$ cat config.mk
export PLATFORM = sky130hd
export DESIGN_NAME = imem_loader
export DESIGN_NICKNAME = d
export VERILOG_FILES = /design/src/rtl/imem_loader.sv
export SDC_FILE = /design/constraint.sdc
export NUM_CORES = 1
export LEC_CHECK = 0
export ABC_CLOCK_PERIOD_IN_PS = 3500
export BUFFER_PORTS_ARGS = -buffer_cell sky130_fd_sc_hd__buf_2
export CAP_MARGIN = 20
export CORE_MARGIN = 10
export CORE_UTILIZATION = 56
export DETAILED_ROUTE_END_ITERATION = 8
export GPL_ROUTABILITY_DRIVEN = 1
export PLACE_DENSITY_LB_ADDON = 0.3
export SLEW_MARGIN = 15
export SYNTH_ARGS = -nofsm -noshare
export SYNTH_HDL_FRONTEND = slang
export SYNTH_SLANG_ARGS = --single-unit
$ cat constraint.sdc
create_clock -name clk -period 3.5 [get_ports clk]
set_input_delay 0.35 -clock clk [delete_from_list [all_inputs] [get_ports clk]]
set_output_delay 0.35 -clock clk [all_outputs]
set_load 0.05 [all_outputs]
$ cat src/rtl/imem_loader.sv
// Instruction store loader: receives a program as a byte stream, assembles
// big-endian 32-bit words, writes them into a DEPTH-word store and releases
// the processor (cpu_run) once a complete, well-formed program is loaded.
// The processor reads the same store through a combinational fetch port.
module imem_loader #(
  parameter int DEPTH  = 32,
  parameter int ADDR_W = 5
) (
  input  logic              clk,
  input  logic              rst_n,
  input  logic              start,
  input  logic              byte_valid,
  input  logic [7:0]        byte_data,
  output logic              byte_ready,
  input  logic [31:0]       fetch_addr,
  output logic [31:0]       instruction,
  output logic              cpu_run,
  output logic              busy,
  output logic              error,
  output logic [ADDR_W:0]   load_count
);

  localparam int CW = ADDR_W + 1;

  typedef enum logic [2:0] {
    S_IDLE,
    S_CLEAR,
    S_HDR,
    S_DATA,
    S_DONE,
    S_ERR
  } state_t;

  state_t              state_reg, state_next;
  logic [ADDR_W-1:0]   clr_idx_reg, clr_idx_next;
  logic [1:0]          byte_cnt_reg, byte_cnt_next;
  logic [23:0]         asm_reg, asm_next;
  logic [CW-1:0]       n_reg, n_next;
  logic [CW-1:0]       load_count_reg, load_count_next;
  logic [CW-1:0]       load_count_inc;

  logic                wr_en;
  logic [ADDR_W-1:0]   wr_addr;
  logic [31:0]         wr_data;
  logic                xfer;
  logic                hdr_bad;

  logic [31:0]         mem [DEPTH];

  assign xfer           = byte_valid && byte_ready;
  assign load_count_inc = load_count_reg + CW'(1);
  // A zero-length program or one larger than the store is rejected.
  assign hdr_bad        = (byte_data == 8'd0) || (32'(byte_data) > 32'(DEPTH));
  assign load_count     = load_count_reg;

  // State and datapath registers; the store itself is not touched by reset.
  always_ff @(posedge clk) begin
    if (!rst_n) begin
      state_reg      <= S_IDLE;
      clr_idx_reg    <= '0;
      byte_cnt_reg   <= '0;
      asm_reg        <= '0;
      n_reg          <= '0;
      load_count_reg <= '0;
    end else begin
      state_reg      <= state_next;
      clr_idx_reg    <= clr_idx_next;
      byte_cnt_reg   <= byte_cnt_next;
      asm_reg        <= asm_next;
      n_reg          <= n_next;
      load_count_reg <= load_count_next;
    end
  end

  // Next-state, datapath updates, store write request and status outputs.
  always_comb begin
    state_next      = state_reg;
    clr_idx_next    = clr_idx_reg;
    byte_cnt_next   = byte_cnt_reg;
    asm_next        = asm_reg;
    n_next          = n_reg;
    load_count_next = load_count_reg;
    wr_en           = 1'b0;
    wr_addr         = clr_idx_reg;
    wr_data         = 32'd0;
    byte_ready      = 1'b0;
    busy            = 1'b0;
    cpu_run         = 1'b0;
    error           = 1'b0;

    case (state_reg)
      S_IDLE: begin
        if (start) begin
          state_next      = S_CLEAR;
          clr_idx_next    = '0;
          load_count_next = '0;
        end
      end

      S_CLEAR: begin
        // Zero one word per cycle so words beyond N read back as nops.
        busy         = 1'b1;
        wr_en        = 1'b1;
        wr_addr      = clr_idx_reg;
        wr_data      = 32'd0;
        clr_idx_next = clr_idx_reg + ADDR_W'(1);
        if (clr_idx_reg == ADDR_W'(DEPTH - 1)) begin
          state_next    = S_HDR;
          byte_cnt_next = '0;
        end
      end

      S_HDR: begin
        busy       = 1'b1;
        byte_ready = 1'b1;
        if (xfer) begin
          if (hdr_bad) begin
            state_next = S_ERR;
          end else begin
            n_next        = CW'(byte_data);
            byte_cnt_next = '0;
            state_next    = S_DATA;
          end
        end
      end

      S_DATA: begin
        busy       = 1'b1;
        byte_ready = 1'b1;
        if (xfer) begin
          asm_next      = {asm_reg[15:0], byte_data};
          byte_cnt_next = byte_cnt_reg + 2'd1;
          if (byte_cnt_reg == 2'd3) begin
            // Fourth byte completes the word; write it on this same edge.
            wr_en           = 1'b1;
            wr_addr         = load_count_reg[ADDR_W-1:0];
            wr_data         = {asm_reg, byte_data};
            load_count_next = load_count_inc;
            if (load_count_inc == n_reg) begin
              state_next = S_DONE;
            end
          end
        end
      end

      S_DONE: begin
        cpu_run = 1'b1;
        if (start) begin
          state_next      = S_CLEAR;
          clr_idx_next    = '0;
          load_count_next = '0;
        end
      end

      S_ERR: begin
        error = 1'b1;
        if (start) begin
          state_next      = S_CLEAR;
          clr_idx_next    = '0;
          load_count_next = '0;
        end
      end

      default: begin
        state_next = S_IDLE;
      end
    endcase
  end

  // Store write port; a write coinciding with reset is dropped.
  always_ff @(posedge clk) begin
    if (rst_n && wr_en) begin
      mem[wr_addr] <= wr_data;
    end
  end

  // Fetch port: only live while the processor is released and in range.
  assign instruction = (cpu_run && (fetch_addr < 32'(DEPTH)))
                       ? mem[fetch_addr[ADDR_W-1:0]] : 32'd0;

endmodule

==> qor.csv <==
metric;value;unit
finalInstanceArea;47600;µm²
worstSetupStartpointType;flip-flop;
layout_common_cells;1024 x edfxtp_1, 256 x mux4_2, 108 x buf_4;
initial_core_util;0.567;
syn_to_final_growth;14.4;%
coreArea;73300;µm²
syn_nets;2090;
drive_gt1_frac;0.287;
drt_iter0_drc;2687;
cts_setup_buffers;0;
final_common_cell;edfxtp_1;
synth_edf_count;1024;
synthArstFlopShare;0;
dieArea;85600;µm²
power.density;545;nW/µm²
yosysUniqueCellTypes;61;
synth_flop_cell;edfxtp_1;
arrival;3.03;ns
cts_made_buffers;104;
grt_max_degree;60;
crit_fanout;14;
cts_tree;built;
drtPass1Iterations;5;
yosys_warnings;0;
via_per_inst;6.53;
setup.worst_path.end_class;output port;
synthCells;2042;
drv_cap;0;
ys_ff_latch;1070;
fp.dieW;293;µm
rsz0062_at_grt;no;
slew_headroom;0.232;
place_congestion;0.811;
final_nets;2298;
yosysSeqAreaShare;0.762;
cts_sinks;1070;
largest_reg_flops;1024;
status;completed;
syn_area_per_cell;20.4;µm²
grt.overflow.total;0;
insertion_delay;0.68;ns
fin_crit_sh;0.965;
worstPathRequired;3.15;ns
dp_hpwl;59000;µm
final_hold_viol_count;0;
synth_top_area_frac;0.739;
die_y;293;µm
crit_type;flip-flop to output port;
setup_viol;0;
wl_per_cell;30.6;µm
tightest_slew;1.15;ns
p_leak;15.7;nW
port_buffers;85;
grt_usage;0.237;
clk_pin_slew;0.06;ns
cts_buffer_depth;3;
antenna_left;0;
setup_tns;0;ns
root_buffer;clkbuf_16;
htree_levels;3;
final.min_clock_period;3.38;ns
grt_pass1_vias;21743;
ios;86;
max_freq;0.296;GHz
drc;0;
yosys-top-cells-area;edfxtp_1 74%, mux4_2 14%, dfxtp_1 2.2%;
grt_pass1_wl;149000;µm
rows;99;
clock-skew-final;0.0315;ns
hold_path.class;input pin to flip-flop;
place_area;44200;µm²
drt-total-wl;101000;µm
slew_violations;0;
r2r_setup_slack;0.38;ns
vias;21468;
antenna_found_initial;1;
yosys.area.top_type;edfxtp_1;
synth.cell_area;41600;µm²
peakVddDrop;0.439;mV
diodes;0;
-- worst paths after layout --
path,to,depth (start not counted),start
worst max register to register,mem[9][2],6,state_reg[1]
worst max-delay path,instruction[30],7,state_reg[1]
worst min-delay path,state_reg[2],4,start
worst min register to register,asm_reg[20],2,asm_reg[20]
-- what timing repair did --
action / CTS / global route
setup endpoints to repair: 0 / 1
hold endpoints to repair: 8 / 0
hold buffers: 8 / 0
gates resized for setup: 0 / 1
-- per-stage QoR --
stage                     cells  hold slack, ns  worst slack (ns)  total power [W]   util
after floorplan            2042           0.432            0.0786           0.0151      -
final                      3288          0.0499             0.122           0.0259  0.649
after global placement     3089           0.437             0.547           0.0155  0.603
after CTS                  3282          0.0117            0.0638           0.0261  0.647
after detailed placement   3089           0.445             0.467           0.0156  0.603
after global routing       3288          0.0272            0.0239           0.0267  0.649
-- metal layers --
| metal | track usage | wire [µm] | vias to the layer above |
|---|---|---|---|
| met4 | 0.0757 | 3300 | 2 |
| met1 | 0.323 | 37900 | 11220 |
| li1 | - | - | 8889 |
| met5 | 0 | 10 | - |
| met3 | 0.0384 | 9010 | 196 |
| met2 | 0.390 | 50400 | 1161 |
-- critical path, cell delays in order, from the launching register on --
cell,delay (ns)
dfxtp_1,0.44
nor3b_2,0.31
nand4_1,0.10
or2_2,0.42
a211o_1,0.32
a221oi_1,0.31
buf_4,0.19
buf_2,0.26
-- kinds of logic (layout without fill, tap and decap cells) --
group | Yosys count | after routing | share of synthesized area
AOI/OAI and AO/OA | 235 | 235 | 0.0372
xor gates and xnor gates | 7 | 7 | 0.00147
adders and majority gates | 4 | 4 | 0.00120
buffers and inverters | 134 | 421 | 0.0166
DFF | 1070 | 1070 | 0.762
muxes | 289 | 289 | 0.147
and+or+nand+nor | 303 | 303 | 0.0354
-- cell usage after synthesis (2+ instances only) --
master / instances
nor3b_2: 2
and4b_1: 3
a22oi_1: 79
nor3b_1: 2
buf_4: 16
nor4_1: 8
nand3_1: 11
nor2b_1: 10
and3_1: 34
clkbuf_1: 58
edfxtp_1: 1024
o32ai_1: 3
xor2_1: 3
o2111ai_1: 2
ha_1: 4
buf_1: 7
buf_6: 11
nand2_1: 100
buf_2: 37
xnor2_1: 4
nor2_1: 89
mux4_2: 256
a21oi_1: 74
nand3b_1: 6
nor4b_1: 4
a41oi_1: 2
a211oi_1: 25
or3_1: 5
inv_1: 4
nand4_1: 2
o22ai_1: 22
a31oi_1: 5
and2_1: 4
mux2i_1: 32
nor3_1: 10
o21a_1: 2
nand2b_1: 5
o21ai_1: 2
dfxtp_1: 46
o21ai_0: 7
o31ai_1: 2
-- final cells by class --
class	instances	area, µm²
sequential	1070	31700
fill	4738	25800
multi-input combinational	838	9490
clock buffer	124	2720
timing repair buffer	231	1970
tap	959	1200
clock inverter	61	494
inverter	5	18.8
-- where the power goes --
group          leakage (nW)  switching, W  total (W)  internal, W
Clock                  1.57       0.00463     0.0106      0.00598
Sequential             10.1     0.0000708     0.0140       0.0139
Combinational          4.06      0.000828    0.00134     0.000511
No activity file was read; power rests on OpenSTA's default activity.
